### src/rtl/demux_one_to_two_reg.sv
// Registered 1-to-2 demultiplexer with valid/ready handshake.
// Each port owns a one-entry slot, so a stalled consumer never blocks the other port.
module demux_one_to_two_reg #(
    parameter int unsigned WIDTH = 32,
    parameter int unsigned CNT_W = 16
) (
    input  logic             clk,
    input  logic             rst,
    input  logic             in_valid,
    input  logic [WIDTH-1:0] in_data,
    input  logic             in_sel,
    output logic             in_ready,
    output logic             out0_valid,
    output logic [WIDTH-1:0] out0_data,
    input  logic             out0_ready,
    output logic             out1_valid,
    output logic [WIDTH-1:0] out1_data,
    input  logic             out1_ready,
    output logic [CNT_W-1:0] cnt0,
    output logic [CNT_W-1:0] cnt1
);

    logic slot_free;
    logic load0;
    logic load1;
    logic drain0;
    logic drain1;

    // Steering: an unknown select falls into the else branch, i.e. port 0.
    always_comb begin
        slot_free = 1'b1;
        load0     = 1'b0;
        load1     = 1'b0;
        if (in_sel) begin
            slot_free = !out1_valid || out1_ready;
            load1     = in_valid && slot_free;
        end else begin
            slot_free = !out0_valid || out0_ready;
            load0     = in_valid && slot_free;
        end
    end

    assign in_ready = slot_free;
    assign drain0   = out0_valid && out0_ready;
    assign drain1   = out1_valid && out1_ready;

    // Port 0 slot and delivery counter; a load wins over a same-cycle drain.
    always_ff @(posedge clk or posedge rst) begin
        if (rst) begin
            out0_valid <= 1'b0;
            out0_data  <= '0;
            cnt0       <= '0;
        end else begin
            if (load0) begin
                out0_valid <= 1'b1;
                out0_data  <= in_data;
            end else if (drain0) begin
                out0_valid <= 1'b0;
            end
            if (drain0) begin
                cnt0 <= cnt0 + CNT_W'(1);
            end
        end
    end

    // Port 1 slot and delivery counter.
    always_ff @(posedge clk or posedge rst) begin
        if (rst) begin
            out1_valid <= 1'b0;
            out1_data  <= '0;
            cnt1       <= '0;
        end else begin
            if (load1) begin
                out1_valid <= 1'b1;
                out1_data  <= in_data;
            end else if (drain1) begin
                out1_valid <= 1'b0;
            end
            if (drain1) begin
                cnt1 <= cnt1 + CNT_W'(1);
            end
        end
    end

endmodule

### config.mk
export PLATFORM = sky130hd
export DESIGN_NAME = demux_one_to_two_reg
export DESIGN_NICKNAME = d
export VERILOG_FILES = /design/src/rtl/demux_one_to_two_reg.sv
export SDC_FILE = /design/constraint.sdc
export NUM_CORES = 1
export LEC_CHECK = 0
export BUFFER_PORTS_ARGS = -buffer_cell sky130_fd_sc_hd__buf_2
export CAP_MARGIN = 5
export CORE_UTILIZATION = 50
export CTS_CLUSTER_SIZE = 8
export DETAILED_ROUTE_END_ITERATION = 10
export PLACE_DENSITY = 0.89
export SLEW_MARGIN = 40
export SYNTH_ARGS = -nofsm -noshare
export SYNTH_HDL_FRONTEND = slang
export SYNTH_SLANG_ARGS = --single-unit
### constraint.sdc
create_clock -name clk -period 6.8 [get_ports clk]
set_input_delay 0.34 -clock clk [delete_from_list [all_inputs] [get_ports clk]]
set_output_delay 0.34 -clock clk [all_outputs]
set_load 0.02 [all_outputs]
* Word-level counts from Yosys, hierarchy flattened
Cells that the tools add are included.
Operators by class: add/sub/neg operators 2, multiplexer cells 7, reduce and logical (&&, ||, !) cells 10
Operators with widths (count):
- $add A16 B1 Y16 const B | 2
- $mux W1 | 7
- $logic_and A1 B1 Y1 | 4
- $reduce_bool A2 Y1 | 2
- $logic_not A1 Y1 | 2
- $logic_or A1 B1 Y1 | 2
Storage, ports and cells: register bits after elaboration 98, input bits 38

* Depth between registers and ports, before layout
Gate-level depths: netlist (run 1).
depth after elaboration 5, gate-level depth with buffers 5

* Least setup slack after synthesis (run 1)
Ideal clock, no wire load.
kind reg2reg, start point register out1_valid, end point register out1_data[0], arrival 1.296 ns, required time 6.675 ns, setup slack 5.379 ns, cell stages (with the launch flop) 6, path buffers 2, period minus slack after synthesis 1.421 ns, path through dfrtp_1 -> nand2b_4 -> nor2b_4 -> buf_6 -> buf_6 -> mux2_4
On the way: cells in the longest elaborated chain, start to end 4
RTL lines:
- start: declaration | line 16 | output logic out1_valid,
- start signal: assignment | line 69 | out1_valid <= 1'b0;
- start signal: assignment | line 74 | out1_valid <= 1'b1;
- start signal: assignment | line 77 | out1_valid <= 1'b0;
- $logic_not A1 Y1 | line 35 | slot_free = !out1_valid || out1_ready;
- $logic_or A1 B1 Y1 | line 35
- $logic_and A1 B1 Y1 | line 36 | load1 = in_valid && slot_free;
- $mux W1 | line 34 | if (in_sel) begin
- end signal: assignment | line 75 | out1_data <= in_data;
- end: declaration | line 17 | output logic [WIDTH-1:0] out1_data,
No other way between the ends. A chain may end at the register's enable or synchronous reset.

* Final worst setup path (run 1)
start point register out1_valid, end point register out1_data[31]
Same word-level chain as after synthesis.

==> run summary, run 1 <==
Status: completed
Die width: 91.6 µm
Syn Area/Cell: 15.3 µm²
Total CTS buffers: 9
Compound-Gate Fraction of Synth Area: 0%
Clock tree sinks: 98
Post-cts resize count: 0
RSZ-0062 raised after global routing: false
Critical path class: register to register
Number of synthesized flops with an enable pin: 0
Initial antenna violation count: 0
GRT Util Overall: 20.5%
Area fraction of the dominant cell type after synthesis: 61.1%
Crit path DAT: 2.07 ns
Remaining antenna violation count: 0
Synth Area in Adders: 0.624%
Reg2reg setup slack: 4.97 ns
Worst setup path end: out1_data[31]
Type of the worst min-delay path: primary input to register
CP max-delay cell: buf_4
Cell accounting for the most synthesized area: dfrtp_1
Largest family of logic cells by synthesized area: multiplexers
Total gr overflow: 0
Syn Nets: 303
Max IR drop VDD: 172 µV
Reg-to-Reg Start: out1_valid
Die Y: 91.6 µm
CP endpoint kind: register
Worst slew margin: 61.9%
# Max-Cap Violations: 0
Vias: 2575
Final Net Count: 446
Ys Warns: 0
Worst reg-to-reg path cell count: 4
Detailed Place HPWL: 5990 µm
Leakage: 2.54 nW
Clock transition at the registers of the reported paths: 0.10 ns
WHS: 0.213 ns
Clock buffer depth: 2
Async SR Flop Fraction: 100%
WP data required: 7.03 ns
Core footprint: 7730 µm²
Period utilization: 27.0%
Mapped Cells: 263
Final Hold Viols: 0
Clock Latency Late Sink: 0.35 ns
Yosys cell types: 23
CP Depth: 4
Placer Congestion: 0.730
Dominant cells by area after synthesis: dfrtp_1 61%, mux2_4 11%, mux2_1 8.1%
Placed insts: 496
Largest delay share family, worst path: buffers and inverters
Antenna Cells: 0
Max-slew violations: 0
Num rows: 32
WL/cell: 16.0 µm
First-pass GRT wire length: 13300 µm
Initial Util: 51.9%
XOR/XNOR Fraction of Synth Area: 6.55%
Syn Std Cell Area: 4010 µm²
Syn-to-layout area delta: 24.1%
Critical path launch point type: register
Top_reg_cell synth: dfrtp_1
Actual slew at the worst max-slew pin: 0.571 ns
Worst hold path startpoint: in_data[24]
Final setup fails: 0
Initial DRC count: 72
Critical Path Start: out1_valid
Critical path fanouts, max: 26
Residual DRC count: 0
H-tree depth: 3
Minimum clock period: 1.83 ns
Seq cells post-synth: 98
Vias in the first global route: 2746
Fin cells: 512
Seq/Total Area, Yosys: 61.1%
FF-to-FF End: out1_data[31]
Simple-Gate Fraction of Synth Area: 7.74%
Max frequency: 0.545 GHz
Port Buffers: 136
Clock root cell: clkbuf_8
Top-count cell post-synth: dfrtp_1
Largest stage delay on the critical path: 0.47 ns
Largest net degree at the start of global routing: 65
Vias per std cell: 5.03
CP Cell Sequence: nand2b_4, nor2b_4, buf_4, mux2_2
DRT Pass-1 Iters: 4
TritonCTS clock tree: built
Post-synth top cells: 98 x dfrtp_1, 30 x mux2_4, 29 x mux2_1, 20 x xnor2_1, 16 x nand2_1
Die ar.: 8390 µm²
IO Count: 137
Routed WL: 8170 µm
Setup tns final: 0 ns
Power Density: 316 nW/µm²
Mux cell area share after synthesis: 21.6%
Layout cells sized above 1: 48.3%
Clock skew: 0.0113 ns
Worst path bufs/invs: 1
[how the worst min path moves through the flow]
stage,end,depth (start not counted),slack (ns)
3_3_place_gp,cnt0[12],2,0.38
2_1_floorplan,out0_data[0],1,0.47
3_5_place_dp,cnt0[13],2,0.38
6_report,out0_data[24],2,0.21
5_1_grt,out0_data[3],2,0.20
4_1_cts,out0_data[24],2,0.19
[cells in the final DEF, fill, tap and decap left out]
cell type | netlist | routed
dfrtp_1 | 98 | 98
buf_2 | 0 | 136
clkinvlp_4 | 0 | 2
nor2b_4 | 1 | 1
nand3_1 | 10 | 10
mux2_2 | 8 | 8
bufinv_16 | 0 | 2
nor3_1 | 1 | 1
and4_1 | 2 | 2
inv_1 | 4 | 3
and2_1 | 1 | 1
clkbuf_1 | 0 | 1
mux2_1 | 29 | 29
mux2_4 | 30 | 30
nand2_1 | 16 | 16
clkinv_2 | 0 | 1
buf_6 | 7 | 1
inv_4 | 0 | 1
xnor2_1 | 20 | 20
dlygate4sd3_1 | 0 | 1
buf_4 | 0 | 1
nor2_1 | 8 | 8
xor2_1 | 10 | 10
nand4_1 | 7 | 7
nand2b_2 | 1 | 1
nand3b_4 | 1 | 1
and3_1 | 3 | 3
nand2b_4 | 1 | 1
ha_1 | 2 | 2
clkbuf_8 | 0 | 9
nor2_2 | 2 | 2
nor3_2 | 1 | 1
[cell families after synthesis]
logic type | count (synthesis)
xor gates and xnor gates | 30
muxes | 67
adders and majority gates | 2
and+or+nand+nor | 55
DFF | 98
buffers and inverters | 11
[layer usage]
layer  wire (µm)  track usage [%]  vias to the layer above
met1        3440             25.4                     1278
met4         140             9.13                        0
met5           0                0                        -
li1            -                -                     1180
met2        4060             33.7                      102
met3         530             5.19                       15
[per-stage QoR]
step | setup slack [ns] | utilization (%) | area (µm²) | power (mW)
after floorplan | 3.90 | - | 4010 | 1.03
after global placement | 4.98 | 61.6 | 4760 | 1.17
after detailed placement | 4.90 | 61.6 | 4760 | 1.19
after CTS | 4.95 | 64.4 | 4980 | 1.59
after global routing | 4.89 | 64.4 | 4980 | 1.65
final | 4.97 | 64.4 | 4980 | 1.58
[final cells by class]
class                   count  area, µm²
clock buffers              10        128
clock inverters             5       80.1
fillers                   591       2750
inverters                   4       17.5
multi-input cells         154       1470
flip-flops and latches     98       2450
well taps                 102        128
repair buffers            139        709
[state kept, by name, summed over array words and instances, names as in the netlist]
signal and cells:
out0_data 32, out1_data 32, cnt0 16, cnt1 16, out0_valid 1, out1_valid 1
[power by group]
group	switching [mW]	internal [mW]	leakage [nW]
clock	0.195	0.205	0.0984
combinational	0.240	0.175	1.24
sequential	0.0788	0.683	1.21
[timing repair]
| item | CTS | global route |
|---|---|---|
| setup buffers | 0 | 0 |
| hold buffers | 1 | 0 |
| hold endpoints to repair | 34 | 0 |
Power figures use the tool's default switching activity.
==> inputs of run 2 (changes only) <==
CORE_UTILIZATION = 45   (was 50)
PLACE_DENSITY = 0.85   (was 0.89)
clock period = 1.5 ns   (was 6.8 ns; I/O delays follow)
==> run 2 against run 1 <==
  * Setup slack got worse by 4.9 ns
  * Global-route usage down 1.9 points
  * Clock power grew to 4.5 times the previous value
  * Maximum frequency grew 28%
  * Die area rose by 11%
  * Via count grew 6.0%
  * Total power increased to 4.6 times the previous value
  * Largest cell class unchanged
  * Largest power group unchanged
==> run summary, run 2 (synthesis results as in run 1) <==
Status: completed (unchanged)
H-tree depth: 3 (unchanged)
Setup tns final: 0 ns (unchanged)
TritonCTS clock tree: built (unchanged)
Clock root cell: clkbuf_8 (unchanged)
Final Hold Viols: 0 (unchanged)
Power Density: 1340 nW/µm² (was 316 nW/µm²)
Routed WL: 8440 µm (was 8170 µm)
Die width: 96.4 µm (was 91.6 µm)
RSZ-0062 raised after global routing: false (unchanged)
Period utilization: 95.4% (was 27.0%)
Vias in the first global route: 2693 (was 2746)
Commonest non-fill, non-tap cell in the layout: buf_2 (unchanged)
Num rows: 34 (was 32)
Leakage: 2.72 nW (was 2.54 nW)
Layout cells sized above 1: 46.1% (was 48.3%)
Clock Latency Late Sink: 0.35 ns (about the same)
CP endpoint kind: register (unchanged)
IO Count: 137 (unchanged)
DRT Pass-1 Iters: 4 (unchanged)
Vias: 2729 (was 2575)
Worst slew margin: 65.9% (was 61.9%)
Crit path DAT: 1.67 ns (was 2.07 ns)
Syn-to-layout area delta: 34.6% (was 24.1%)
Initial Util: 46.2% (was 51.9%)
Total gr overflow: 0 (unchanged)
Clock tree sinks: 98 (unchanged)
Type of the worst min-delay path: primary input to register (unchanged)
Vias per std cell: 4.92 (was 5.03)
Placer Congestion: 0.720 (was 0.730)
Biggest regs: out0_data x32, out1_data x32 (unchanged)
Max-slew violations: 0 (unchanged)
Largest net degree at the start of global routing: 96 (was 65)
Critical path launch point type: register (unchanged)
Initial DRC count: 67 (was 72)
Clock buffer depth: 2 (unchanged)
GRT Util Overall: 18.6% (was 20.5%)
Initial antenna violation count: 0 (unchanged)
Remaining antenna violation count: 0 (unchanged)
Critical path fanouts, max: 19 (was 26)
Critical path class: register to register (unchanged)
Total CTS buffers: 9 (unchanged)
Die ar.: 9300 µm² (was 8390 µm²)
Final setup fails: 0 (unchanged)
Post-place setup slack: 0.0805 ns (was 4.90 ns)
# Max-Cap Violations: 0 (unchanged)
Minimum clock period: 1.43 ns (was 1.83 ns)
Clock transition at the registers of the reported paths: 0.10 ns (about the same)
Antenna Cells: 0 (unchanged)
Most frequent cells in the layout: 136 x buf_2, 98 x dfrtp_1, 33 x dlygate4sd3_1 (was 136 x buf_2, 98 x dfrtp_1, 30 x mux2_4)
Residual DRC count: 0 (unchanged)
First-pass GRT wire length: 13100 µm (was 13300 µm)
Port Buffers: 136 (unchanged)
WP data required: 1.74 ns (was 7.03 ns)
Actual slew at the worst max-slew pin: 0.511 ns (was 0.571 ns)
Final Net Count: 482 (was 446)
Die Y: 96.4 µm (was 91.6 µm)
Clock skew: 0.0146 ns (was 0.0113 ns)
Max frequency: 0.699 GHz (was 0.545 GHz)
Max IR drop VDD: 681 µV (was 172 µV)
WL/cell: 15.2 µm (was 16.0 µm)
Detailed Place HPWL: 5570 µm (was 5990 µm)
Fin worst setup slack: 0.0690 ns (was 4.97 ns)
Core footprint: 8680 µm² (was 7730 µm²)
run 2: per-layer routing:
metal	up-vias	global-route usage [%]	wire length, µm
met5	-	0	0
met4	0	7.97	142
met3	13	4.77	419
met2	79	31.2	4350
met1	1377	22.7	3530
li1	1260	-	-
run 2: layout make-up:
type	count	area, µm²
sequential	98	2450
tap	108	135
clock buffer	11	151
timing repair buffer	175	1110
clock inverter	5	61.3
inverter	4	18.8
fill	697	3280
multi-input combinational	154	1480
run 2: path summary, 6_finish.rpt:
path | start | end | slack (ns) | depth (start not counted)
max | out1_valid | out1_data[31] | 0.07 | 4
min | in_sel | out1_valid | 0.03 | 3
max reg2reg | out1_valid | out1_data[31] | 0.07 | 4
min reg2reg | cnt0[15] | cnt0[15] | 0.47 | 1
max in group asynchronous | rst | out1_data[5] | 0.64 | 4
min in group asynchronous | rst | cnt1[1] | 0.15 | 3
run 2: power breakdown:
group          leakage [nW]  switching [mW]  internal [mW]  total, mW
sequential             1.21           0.343           3.09       3.44
clock                 0.110           0.916          0.872       1.79
combinational          1.40            1.11          0.879       1.98
total                  2.72            2.36           4.85       7.21
run 2: per-stage QoR:
stage | total power [mW] | cells | util, % | hold slack [ns] | cell area [µm²]
floorplan | 4.67 | 263 | - | 0.207 | 4020
global placement | 5.33 | 506 | 55.9 | -0.0240 | 4850
detailed placement | 5.41 | 506 | 55.9 | -0.0233 | 4850
CTS | 7.28 | 555 | 62.1 | 0.0137 | 5390
global route | 7.58 | 555 | 62.2 | 0.0223 | 5400
finish | 7.21 | 555 | 62.2 | 0.0287 | 5400
run 2: worst max-delay path, stage by stage, from the launching register on:
cell and delay [ns]:
dfrtp_1 0.45, nand2b_4 0.10, nor2b_4 0.20, buf_12 0.20
mux2_2 0.35
run 2: repair_timing:
action                                  4_1_cts  5_1_grt
endpoints found under the setup margin        0        7
hold endpoints to repair                    162        0
hold buffers                                 33        0
resized for setup                             0        3
buffers inserted                              0        0
==> inputs of run 3 (changes only) <==
ABC_AREA = 1   (was default)
CAP_MARGIN = default   (was 5)
CORE_UTILIZATION = 50   (was 45)
PLACE_DENSITY = 0.88   (was 0.85)
clock period = 1.6 ns   (was 1.5 ns; I/O delays follow)
==> run 3 against run 2 <==
  * Die area fell by 5.9%
  * Cell area increased by 0.97%
  * Critical path depth increased by 2
  * Critical path type unchanged
  * Clock skew fell by 0.0020 ns
  * Register-to-register slack improved by 0.19 ns
  * Setup slack better by 0.19 ns
  * Clock power down 11%
  * Total power fell by 10%
  * Worst hold slack lost 0.023 ns
  * Area after synthesis up 4.5%
==> run summary, run 3 <==
Top_reg_cell synth: dfrtp_1 (unchanged)
Seq cells post-synth: 98 (unchanged)
Syn Nets: 473 (was 303)
Final Net Count: 636 (was 482)
Status: completed (unchanged)
WHS: 0.00547 ns (was 0.0287 ns)
CP endpoint kind: register (unchanged)
Antenna Cells: 0 (unchanged)
Die Y: 93.5 µm (was 96.4 µm)
Largest stage delay on the critical path: 0.41 ns (was 0.45 ns)
Yosys cell types: 28 (was 23)
Vias: 3427 (was 2729)
Commonest non-fill, non-tap cell in the layout: buf_2 (unchanged)
Max frequency: 0.747 GHz (was 0.699 GHz)
Critical path class: register to register (unchanged)
Critical path launch point type: register (unchanged)
Initial antenna violation count: 0 (unchanged)
Syn-to-layout area delta: 30.1% (was 34.6%)
Minimum clock period: 1.34 ns (was 1.43 ns)
Dominant cells by area after synthesis: dfrtp_1 59%, nand2_1 10%, inv_1 5.3% (was dfrtp_1 61%, mux2_4 11%, mux2_1 8.1%)
Number of synthesized flops with an enable pin: 0 (unchanged)
Largest delay share family, worst path: simple AND/OR/NAND/NOR gates (was flip-flops)
Type of the worst min-delay path: primary input to register (unchanged)
Async SR Flop Fraction: 100% (unchanged)
Fill count: 678 (was 697)
Reg2reg setup slack: 0.26 ns (was 0.07 ns)
Clock Latency Late Sink: 0.35 ns (about the same)
Worst path bufs/invs: 0 (was 1)
Routed WL: 9430 µm (was 8440 µm)
Initial Util: 51.3% (was 46.2%)
Syn Area/Cell: 9.68 µm² (was 15.3 µm²)
Core footprint: 8180 µm² (was 8680 µm²)
Worst hold path startpoint: in_data[27] (was in_sel)
RSZ-0062 raised after global routing: false (unchanged)
TritonCTS clock tree: built (unchanged)
Placer Congestion: 0.822 (was 0.720)
CP max-delay cell: dfrtp_1 (unchanged)
Clock transition at the registers of the reported paths: 0.10 ns (about the same)
Vias in the first global route: 3449 (was 2693)
Period utilization: 83.7% (was 95.4%)
Detailed Place HPWL: 6590 µm (was 5570 µm)
Port Buffers: 136 (unchanged)
Post-place setup slack: 0.256 ns (was 0.0805 ns)
Max-slew violations: 0 (unchanged)
Total gr overflow: 0 (unchanged)
Top-count cell post-synth: nand2_1 (was dfrtp_1)
Biggest regs: out0_data x32, out1_data x32 (unchanged)
Post-synth top cells: 116 x nand2_1, 98 x dfrtp_1, 59 x inv_1, 42 x o21ai_1, 23 x o21ai_2 (was 98 x dfrtp_1, 30 x mux2_4, 29 x mux2_1, 20 x xnor2_1, 16 x nand2_1)
DRT Pass-1 Iters: 5 (was 4)
Power, Total: 6.47 mW (was 7.21 mW)
Clock root cell: clkbuf_8 (unchanged)
Critical path fanouts, max: 4 (was 19)
GRT Util Overall: 22.9% (was 18.6%)
Register Area: 2450 µm² (unchanged)
Most frequent cells in the layout: 136 x buf_2, 116 x nand2_1, 98 x dfrtp_1 (was 136 x buf_2, 98 x dfrtp_1, 33 x dlygate4sd3_1)
Placed insts: 665 (was 506)
# Max-Cap Violations: 0 (unchanged)
Footprint of the multi-input gates: 1410 µm² (was 1480 µm²)
First-pass GRT wire length: 15700 µm (was 13100 µm)
Final setup fails: 0 (unchanged)
Seq/Total Area, Yosys: 58.5% (was 61.1%)
Vias per std cell: 4.85 (was 4.92)
Final Hold Viols: 0 (unchanged)
Mapped Cells: 433 (was 263)
Post-route cell area: 5450 µm² (was 5400 µm²)
Max IR drop VDD: 611 µV (was 681 µV)
Ys Warns: 0 (unchanged)
Clock skew: 0.0126 ns (was 0.0146 ns)
Clock tree sinks: 98 (unchanged)
Leakage: 3.01 nW (was 2.72 nW)
Crit path DAT: 1.62 ns (was 1.67 ns)
H-tree depth: 3 (unchanged)
Residual DRC count: 0 (unchanged)
Worst slew margin: 77.8% (was 65.9%)
Critical Path Start: cnt0[1] (was out1_valid)
Cell accounting for the most synthesized area: dfrtp_1 (unchanged)
Clock buffer depth: 2 (unchanged)
Setup tns final: 0 ns (unchanged)
Layout cells sized above 1: 33.4% (was 46.1%)
CP Cell Sequence: ha_1, nand3_1, nor2_4, nand2_1, nor2_1, xor2_1 (was nand2b_4, nor2b_4, buf_12, mux2_2)
Fin cells: 706 (was 555)
Total CTS buffers: 9 (unchanged)
Largest net degree at the start of global routing: 66 (was 96)
Die ar.: 8750 µm² (was 9300 µm²)
Remaining antenna violation count: 0 (unchanged)
Num rows: 33 (was 34)
DP Area: 5000 µm² (was 4850 µm²)
Actual slew at the worst max-slew pin: 0.332 ns (was 0.511 ns)
WL/cell: 13.4 µm (was 15.2 µm)
Power Density: 1190 nW/µm² (was 1340 nW/µm²)
WP data required: 1.88 ns (was 1.74 ns)
Syn Std Cell Area: 4190 µm² (was 4010 µm²)
Area fraction of the dominant cell type after synthesis: 58.5% (was 61.1%)
Die width: 93.5 µm (was 96.4 µm)
Layout Utilization: 66.7% (was 62.2%)
Fin worst setup slack: 0.261 ns (was 0.0690 ns)
Reg-to-Reg Start: cnt0[1] (was out1_valid)
IO Count: 137 (unchanged)
Initial DRC count: 126 (was 67)
## run 3: cell type report
cell class	count	share of cell area, %
Sequential cell	98	45.0
Clock buffer	10	2.52
Clock inverter	6	1.19
Multi-Input combinational cell	262	25.9
Timing Repair Buffer	166	18.9
Inverter	59	4.13
Tap cell	105	2.41
## run 3: worst register-to-register path, stage by stage, from the launching register on
cell     delay (ns)
dfrtp_1        0.41
ha_1           0.18
nand3_1        0.12
nor2_4         0.12
nand2_1        0.14
nor2_1         0.16
xor2_1         0.15
## run 3: metal layers
layer	GRT usage (%)	up-vias	wire, µm
met3	3.66	31	374
met5	0	-	0
met1	28.1	1615	3890
li1	-	1674	-
met4	11.5	0	315
met2	39.2	107	4850
## run 3: worst paths after layout
path                       depth (start not counted)            end
min reg2reg                                        2  out1_data[12]
min in group asynchronous                          3        cnt1[2]
max                                                6       cnt0[12]
max in group asynchronous                          4  out0_data[10]
min                                                3  out1_data[27]
max reg2reg                                        6       cnt0[12]
## run 3: cells by family after synthesis
family / share of synthesized area (%)
AND/OR/NAND/NOR: 17.7
flip-flops: 58.5
buffers and inverters: 7.94
AO/OA/AOI/OAI: 10.4
XOR/XNOR: 4.60
adder cells (fa/ha/maj): 0.597
multiplexers: 0.269
## run 3: timing repair
| item | 4_1_cts | 5_1_grt |
|---|---|---|
| buffers inserted | 0 | 0 |
| hold endpoints to repair | 78 | 0 |
| resized for setup | 0 | 0 |
| hold buffers | 25 | 0 |
## run 3: report_power, final
group          internal, mW  switching, mW
Clock                 0.769          0.831
Combinational         0.619           1.08
Sequential             2.86          0.314
